File: src/rtl/ex_stage.sv
// Execute stage: operand forwarding, single-cycle ALU/shifter and an iterative multiply/divide unit.
// Define EX_MULDIV_EN to build the multiply/divide unit with HI/LO and stall logic.
module ex_stage (
  input  logic        clk,
  input  logic        reset_n,
  input  logic        valid_i,
  input  logic [5:0]  alu_op_i,
  input  logic [2:0]  alu_src_i,
  input  logic        reg_dst_i,
  input  logic [4:0]  rt_i,
  input  logic [4:0]  rd_i,
  input  logic        reg_wr_i,
  input  logic        mem_to_reg_i,
  input  logic        mem_wr_i,
  input  logic [31:0] r_data_p1_i,
  input  logic [31:0] r_data_p2_i,
  input  logic [31:0] sign_imm_i,
  input  logic [5:0]  shamt_i,
  input  logic [1:0]  fwd_a_sel_i,
  input  logic [1:0]  fwd_b_sel_i,
  input  logic [31:0] mem_fwd_data_i,
  input  logic [31:0] wb_fwd_data_i,
  output logic        valid_o,
  output logic        reg_wr_o,
  output logic        mem_to_reg_o,
  output logic        mem_wr_o,
  output logic [31:0] alu_result_o,
  output logic [31:0] wr_data_o,
  output logic [4:0]  wr_reg_o,
  output logic        stall_o,
  output logic        md_busy_o
);

  localparam int unsigned XLEN      = 32;
  localparam int unsigned CW        = 5;
  localparam int unsigned MD_CYCLES = 32;

  localparam logic [5:0] OP_SLL  = 6'h00;
  localparam logic [5:0] OP_SRL  = 6'h02;
  localparam logic [5:0] OP_SRA  = 6'h03;
  localparam logic [5:0] OP_MFHI = 6'h10;
  localparam logic [5:0] OP_MTHI = 6'h11;
  localparam logic [5:0] OP_MFLO = 6'h12;
  localparam logic [5:0] OP_MTLO = 6'h13;
  localparam logic [5:0] OP_MULT = 6'h18;
  localparam logic [5:0] OP_MULTU = 6'h19;
  localparam logic [5:0] OP_DIV  = 6'h1A;
  localparam logic [5:0] OP_DIVU = 6'h1B;
  localparam logic [5:0] OP_ADD  = 6'h20;
  localparam logic [5:0] OP_ADDU = 6'h21;
  localparam logic [5:0] OP_SUB  = 6'h22;
  localparam logic [5:0] OP_SUBU = 6'h23;
  localparam logic [5:0] OP_AND  = 6'h24;
  localparam logic [5:0] OP_OR   = 6'h25;
  localparam logic [5:0] OP_XOR  = 6'h26;
  localparam logic [5:0] OP_NOR  = 6'h27;
  localparam logic [5:0] OP_SLT  = 6'h2A;
  localparam logic [5:0] OP_SLTU = 6'h2B;

  logic [XLEN-1:0] op_a, fwd_b, imm_val, op_b, alu_result_c;
  logic [XLEN-1:0] hi_val, lo_val;
  logic [4:0]      sh_amt;
  logic            is_md, is_hilo, no_gpr, stall_c, md_busy_c;
  logic            unused_bits;

  // Operand forwarding and immediate selection
  always_comb begin
    case (fwd_a_sel_i)
      2'b01:   op_a = wb_fwd_data_i;
      2'b10:   op_a = mem_fwd_data_i;
      default: op_a = r_data_p1_i;
    endcase
    case (fwd_b_sel_i)
      2'b01:   fwd_b = wb_fwd_data_i;
      2'b10:   fwd_b = mem_fwd_data_i;
      default: fwd_b = r_data_p2_i;
    endcase
    imm_val = alu_src_i[2] ? {sign_imm_i[15:0], 16'h0000} : sign_imm_i;
    op_b    = alu_src_i[0] ? imm_val : fwd_b;
    sh_amt  = alu_src_i[1] ? shamt_i[4:0] : op_a[4:0];
  end

  // Single-cycle ALU and shifter
  always_comb begin
    alu_result_c = '0;
    case (alu_op_i)
      OP_ADD, OP_ADDU: alu_result_c = op_a + op_b;
      OP_SUB, OP_SUBU: alu_result_c = op_a - op_b;
      OP_AND:          alu_result_c = op_a & op_b;
      OP_OR:           alu_result_c = op_a | op_b;
      OP_XOR:          alu_result_c = op_a ^ op_b;
      OP_NOR:          alu_result_c = ~(op_a | op_b);
      OP_SLT:          alu_result_c = {31'h0, $signed(op_a) < $signed(op_b)};
      OP_SLTU:         alu_result_c = {31'h0, op_a < op_b};
      OP_SLL:          alu_result_c = op_b << sh_amt;
      OP_SRL:          alu_result_c = op_b >> sh_amt;
      OP_SRA:          alu_result_c = XLEN'($signed(op_b) >>> sh_amt);
      OP_MFHI:         alu_result_c = hi_val;
      OP_MFLO:         alu_result_c = lo_val;
      default:         alu_result_c = '0;
    endcase
  end

  assign is_md   = (alu_op_i == OP_MULT) || (alu_op_i == OP_MULTU) ||
                   (alu_op_i == OP_DIV)  || (alu_op_i == OP_DIVU);
  assign is_hilo = is_md || (alu_op_i == OP_MFHI) || (alu_op_i == OP_MFLO) ||
                   (alu_op_i == OP_MTHI) || (alu_op_i == OP_MTLO);
  assign stall_c = md_busy_c & valid_i & is_hilo;

`ifdef EX_MULDIV_EN
  assign no_gpr = is_md;

  typedef enum logic {S_IDLE = 1'b0, S_BUSY = 1'b1} md_state_t;

  md_state_t       state_q, state_d;
  logic [CW-1:0]   cnt_q;
  logic [63:0]     acc_q;
  logic [XLEN-1:0] opd_q, hi_q, lo_q;
  logic            is_div_q, neg_q_q, neg_r_q, div_zero_q;
  logic            md_start, md_last, md_signed, op_is_div;
  logic [XLEN-1:0] mag_a, mag_b, quo_fix, rem_fix;
  logic [32:0]     mul_sum, div_hi, div_trial;
  logic [63:0]     mul_next, div_next, step_next, prod_fix;

  assign md_busy_c = (state_q == S_BUSY);
  assign md_start  = valid_i & is_md & ~stall_c;
  assign md_last   = (cnt_q == CW'(MD_CYCLES - 1));
  assign md_signed = ~alu_op_i[0];
  assign op_is_div = alu_op_i[1];
  assign mag_a     = (md_signed & op_a[31])  ? -op_a  : op_a;
  assign mag_b     = (md_signed & fwd_b[31]) ? -fwd_b : fwd_b;
  assign hi_val    = hi_q;
  assign lo_val    = lo_q;

  always_ff @(posedge clk or negedge reset_n) begin
    if (!reset_n) state_q <= S_IDLE;
    else          state_q <= state_d;
  end

  always_comb begin
    state_d = state_q;
    case (state_q)
      S_IDLE:  if (md_start) state_d = S_BUSY;
      S_BUSY:  if (md_last)  state_d = S_IDLE;
      default: state_d = S_IDLE;
    endcase
  end

  // One shift-add (multiply) or restoring-subtract (divide) step on magnitudes
  always_comb begin
    mul_sum   = {1'b0, acc_q[63:32]} + {1'b0, opd_q};
    mul_next  = acc_q[0] ? {mul_sum, acc_q[31:1]} : {1'b0, acc_q[63:1]};
    div_hi    = acc_q[63:31];
    div_trial = div_hi - {1'b0, opd_q};
    div_next  = div_trial[32] ? {acc_q[62:31], acc_q[30:0], 1'b0}
                              : {div_trial[31:0], acc_q[30:0], 1'b1};
    step_next = is_div_q ? div_next : mul_next;
    prod_fix  = neg_q_q ? -step_next : step_next;
    quo_fix   = (neg_q_q && !div_zero_q) ? -step_next[31:0]  : step_next[31:0];
    rem_fix   = (neg_r_q && !div_zero_q) ? -step_next[63:32] : step_next[63:32];
  end

  always_ff @(posedge clk or negedge reset_n) begin
    if (!reset_n) begin
      cnt_q      <= '0;
      acc_q      <= '0;
      opd_q      <= '0;
      is_div_q   <= 1'b0;
      neg_q_q    <= 1'b0;
      neg_r_q    <= 1'b0;
      div_zero_q <= 1'b0;
      hi_q       <= '0;
      lo_q       <= '0;
    end else begin
      if (md_start) begin
        cnt_q      <= '0;
        acc_q      <= {32'h0, op_is_div ? mag_a : mag_b};
        opd_q      <= op_is_div ? mag_b : mag_a;
        is_div_q   <= op_is_div;
        neg_q_q    <= md_signed & (op_a[31] ^ fwd_b[31]);
        neg_r_q    <= md_signed & op_a[31];
        div_zero_q <= (fwd_b == '0);
      end else if (state_q == S_BUSY) begin
        cnt_q <= cnt_q + CW'(1);
        acc_q <= step_next;
        if (md_last) begin
          if (is_div_q) begin
            hi_q <= rem_fix;
            lo_q <= quo_fix;
          end else begin
            hi_q <= prod_fix[63:32];
            lo_q <= prod_fix[31:0];
          end
        end
      end
      // Moves into HI/LO never collide with a completing op: they stall while busy
      if (valid_i && !stall_c && alu_op_i == OP_MTHI) hi_q <= op_a;
      if (valid_i && !stall_c && alu_op_i == OP_MTLO) lo_q <= op_a;
    end
  end

  assign unused_bits = shamt_i[5];
`else
  assign no_gpr      = is_hilo & ~((alu_op_i == OP_MFHI) || (alu_op_i == OP_MFLO));
  assign md_busy_c   = 1'b0;
  assign hi_val      = '0;
  assign lo_val      = '0;
  assign unused_bits = ^{shamt_i[5], clk, reset_n};
`endif

  assign alu_result_o = alu_result_c;
  assign wr_data_o    = fwd_b;
  assign wr_reg_o     = reg_dst_i ? rd_i : rt_i;
  assign valid_o      = valid_i & ~stall_c;
  assign reg_wr_o     = reg_wr_i & ~stall_c & ~no_gpr;
  assign mem_wr_o     = mem_wr_i & ~stall_c & ~no_gpr;
  assign mem_to_reg_o = mem_to_reg_i;
  assign stall_o      = stall_c;
  assign md_busy_o    = md_busy_c;

endmodule

File: config.mk
export PLATFORM = sky130hd
export DESIGN_NAME = ex_stage
export DESIGN_NICKNAME = d
export VERILOG_FILES = /design/src/rtl/ex_stage.sv
export SDC_FILE = /design/constraint.sdc
export NUM_CORES = 1
export LEC_CHECK = 0
export ABC_AREA = 1
export BUFFER_PORTS_ARGS = -buffer_cell sky130_fd_sc_hd__buf_2
export CORE_MARGIN = 5
export CORE_UTILIZATION = 33
export DETAILED_ROUTE_END_ITERATION = 8
export PLACE_DENSITY = 0.54
export SLEW_MARGIN = 25
export SYNTH_ARGS = -nofsm -noshare
export SYNTH_HDL_FRONTEND = slang
export SYNTH_SLANG_ARGS = --single-unit
File: constraint.sdc
create_clock -name vclk -period 9.6
set_clock_uncertainty 0.1 [all_clocks]
set_input_delay 0.96 -clock vclk [all_inputs]
set_output_delay 0.96 -clock vclk [all_outputs]
set_load 0.05 [all_outputs]
Word level (Yosys, flattened, before mapping)
Cells that the tools add are included.
Widths: inputs -> output; s select.
{ "classes": {"reduce_logical": 11, "addsub": 2, "n_eq_ne": 24, "order_cmp": 2, "n_bitwise": 9, "mux": 7, "div_mod_pow": 0, "shifts": 3, "n_mul": 0} }
{ "ops": {"columns": ["op", "count"], "rows": [
  ["$pmux 32 s11", 1],
  ["$pmux 32 s2", 2],
  ["$lt 32x32->1", 2],
  ["$mux 32", 2],
  ["$eq 6x6->1 const B", 10],
  ["$eq 6x5->1 const B", 8],
  ["$add 32x32->32", 1],
  ["$and 32x32->32", 1],
  ["$not 32->32", 1],
  ["$or 32x32->32", 1],
  ["$shl 32x5->32", 1],
  ["$shr 32x5->32", 1],
  ["$sshr 32x5->32", 1],
  ["$sub 32x32->32", 1],
  ["$xor 32x32->32", 1],
  ["$eq 6x2->1 const B", 2],
  ["$mux 5", 2],
  ["$logic_or 1x1->1", 8],
  ["$logic_not 6->1", 1],
  ["$eq 2x1->1 const B", 2],
  ["$eq 2x2->1 const B", 2],
  ["$reduce_or 2->1", 2],
  ["$and 1x1->1", 3],
  ["$not 1->1", 2]
]} }
{ "word_totals": {"latchBits": 0, "mem_bits_rw": 0, "mem_count": 0, "register_bits": 0, "input_bits": 196, "rom_bits": 0, "out_inout_bits": 75} }

Depth between registers and ports, before layout
{ "logic_depth": {"word_depth": 11, "ltp_mapped": 25, "depth_no_buf": 22} }

Worst setup path after synthesis
OpenSTA, ideal clock, no wires.
{ "synth_path": {"path_type": "input -> output", "start": "input fwd_a_sel_i[0]", "end": "output alu_result_o[27]", "setup_slack_ns": 4.467, "n_path_buf": 3, "arrival_time_ns": 4.073, "cell_stages": 18, "cell_sequence": "inv_1 -> ha_1 -> buf_2 -> clkbuf_1 -> a221o_1 -> o21ai_0 -> inv_1 -> ha_1 -> buf_2 -> nor2_1 -> a21oi_1 -> o21ai_0 -> a21oi_1 -> nand2_1 -> a21oi_1 -> or2_2 -> nand3_1 -> nand4_1"} }
{ "synth_between": {"elab_chain_len": 5, "elab_cells_between_ends": 14, "classes_between": "add/sub: 2; eq/ne: 2; shift: 3; mux: 3; bitwise: 4"} }
{ "synth_rtl": {"columns": ["element", "line_no", "rtl"], "rows": [
  ["start, declared", "19", "input logic [1:0] fwd_a_sel_i,"],
  ["$eq 2x2->1 or $eq 2x1->1 (tied branches)", "68", "case (fwd_a_sel_i)"],
  ["$pmux 32 s2 (*)", "68", null],
  ["branches (longest 2 deep; another with $sub 32x32->32)", null, null],
  ["$pmux 32 s11 (*)", "86", "case (alu_op_i)"],
  ["end, declared", "27", "output logic [31:0] alu_result_o,"]
]} }
Mark *: on every way between the ends.

Worst setup path after layout
{ "layout_path": {"start": "input fwd_a_sel_i[0]", "end": "output alu_result_o[22]"} }
The elaborated chain is that of the path after synthesis.

==> parameters.txt <==
Parameter                              Value

Layout
  Sequential Area ... 0 µm²
  Area growth from synthesis to layout ... 12.0%
  Fraction of layout cells with a size suffix above 1 ... 0.141
  Num sequential ... 0
  Commonest non-fill, non-tap cells in the layout ... nand2_1, nand3_1, buf_2
  Final #Nets ... 2,843
  Commonest non-fill, non-tap cell in the layout ... nand2_1
  Clock buffer count ... 0

Yosys
  Dominant combinational cell family by area after synthesis ... simple AND/OR/NAND/NOR gates
  Proportion of synthesized area in mux cells ... 0.00638
  Post-synthesis compound-gate area fraction ... 0.223
  Share of the synthesized area in the top cell type ... 0.228
  Synthesized instance count ... approximately 2,400
  Sequential fraction of the synthesis area ... 0
  Post-synthesis share of cell area spent on full adders, half adders and majority gates ... 0.108
  Synth warn ... 0
  XOR/XNOR Fraction of Synth Area ... 0.00220
  Per-instance average area after synthesis ... 5.02 µm²
  Largest area contributor in the netlist ... nand2_1
  Post-synthesis instance area ... 0.0120 mm²
  Cells taking the most area after synthesis ... nand2_1, nand3_1, ha_1, inv_1, a21oi_1
  Post-synthesis simple-gate area fraction ... 0.526
  Count of cell types in the netlist ... 60

Die
  Die footprint ... 0.0402 mm²
  Die width ... 200 µm
  FP Rows ... just under 70
  I/O pin count ... 271
  Die Span Y ... 200 µm
  Effective utilization at floorplan ... 0.336
  Core outline area ... 0.0357 mm²

Route
  Vias per inst ... 5.87
  Count of antenna-violating nets left after detailed routing ... 0
  Wire length reported by the detailed router ... 74.8 mm
  DRC Markers ... 0
  TritonRoute pass-1 iters ... 6
  Initial DRC count ... between 2,000 and 2,500
  Total number of vias ... roughly 18,000
  DR WL/cell ... 24.9 µm

Placed design
  Sum of net half-perimeters after detailed placement ... 62.0 mm
  Number of buffers inserted by port buffering ... 262
  Routability congestion estimate ... 1.00

Worst setup path
  Critical Setup Path Class ... in -> out
  Startpoint class of the critical path ... input port
  CP arrival ... 6.17 ns
  Crit path capture type ... primary output
  Endpoint required time on the critical path ... 8.54 ns
  CP max FO ... a little over 70

Power
  Cell Int Power ... 0.390 mW
  P_leak ... 7.24 nW
  Portion of total power attributed to combinational logic ... 1.000
  Maximum ir drop on the vdd rail ... 68.7 µV
  Reported net switching power ... around 1.1 mW
  Overall Power ... 1.50 mW
  Clock power share ... 0
  Cell Pwr Density ... 112 mW/mm²
  Switching power share of the total ... 0.740
  Seq pwr share ... 0

STA
  Final worst hold slack ... 1.82 ns
  Setup_tns ... 0 ns
  Final critical-path share of the clock period ... 0.754
  Time the final worst path needs with I/O delays and setup ... 7.23 ns
  Slew @ Worst Pin ... 1.17 ns
  Worst relative slew slack ... 0.211
  Final max-slew violation count ... 0
  Count of final setup violators ... 0
  Setup repair after global routing missed its margin ... no
  Highest clock rate ... 0.138 GHz
  Endpoints failing hold ... 0

Clocking
  Count of instances resized after the clock tree is built ... 0
  Postcts setup bufs ... 0
  Hold-fix buffers, CTS ... 0

Flow run
  Number of maximum-capacitance violations ... 0

Global routing
  Overflow left after global routing ... 0
  First-pass GRT wire length ... 106 mm
  Pin count of the biggest net entering global routing ... between 70 and 80
  Number of antenna violations at the first check in global routing ... 10
  Overall global routing resource usage ... 0.344
  Vias in the first global route ... 16,100

Run status
  Result of the run ... complete, no violations

Worst hold path
  Class of the worst hold path ... in -> out
[final timing paths]
path / from / depth (start not counted) / to / slack, ns
min: mem_to_reg_i / 0 / mem_to_reg_o / 1.82
max: fwd_a_sel_i[0] / 19 / alu_result_o[22] / 2.37
[routing by layer]
metal  global-route usage  share of wire
met5                    0         0.0011
met1                0.469           0.42
met4                0.135          0.049
met3               0.0557          0.098
met2                0.543           0.43
[per-stage QoR]
stage               utilization  std cells  cell area, µm²  worst slack (ns)
floorplan                     -       2386           12000              4.47
global placement          0.376       3004           13400              2.81
detailed placement        0.376       3004           13400              2.85
CTS                       0.376       3004           13400              2.84
global route              0.376       3004           13400              2.12
finish                    0.376       3008           13400              2.37
[power groups by stage]
stage | sequential (mW) | combinational, mW | clock [mW]
6_report | 0 | 1.50 | 0.0000000558
5_1_grt | 0 | 1.61 | 0
4_1_cts | 0 | 1.46 | 0
3_5_place_dp | 0 | 1.45 | 0
3_3_place_gp | 0 | 1.45 | 0
2_1_floorplan | 0 | 0.993 | 0
[synth_stat cells, drive strengths merged, types with 4 or more instances]
cell and number:
a21boi 8, o21a 6, mux2 5, o22ai 26, nand2 751, nand3 417
a31oi 9, and2 17, nor2 179, o211ai 21, a21o 4, inv 256
or2 22, a221oi 14, a221o 27, nand3b 5, nor3 23, o21bai 7
a211oi 7, clkbuf 46, buf 80, a21oi 145, nand4 24, ha 100
o21ai 159
[cells by family after synthesis]
family	count (synthesis)
compound gates	443
xor+xnor	3
fa+ha+maj	102
buf+inv	385
mux	7
other cells	1
simple gates	1444
[final cells by class]
type,instances,area [µm²]
multi-input combinational,2001,10400
timing repair buffer,283,1470
fill,4237,22300
antenna,4,10.0
tap,461,577
inverter,259,973
[worst max-delay path, cell delays in order]
cell and delay [ns]:
buf_2 0.10, inv_1 0.04, ha_1 0.26, buf_4 0.34
inv_2 0.37, or2_1 0.31, nand2_1 0.18, nand2_1 0.12
nand2_4 0.60, clkinv_2 0.97, nand3_1 0.39, nand3_1 0.15
nand3_1 0.21, nand3_1 0.12, nand2_1 0.15, nand2_1 0.10
nor2_1 0.33, nand3_1 0.15, buf_2 0.25
Note: power is estimated with default switching activity, not from simulation.
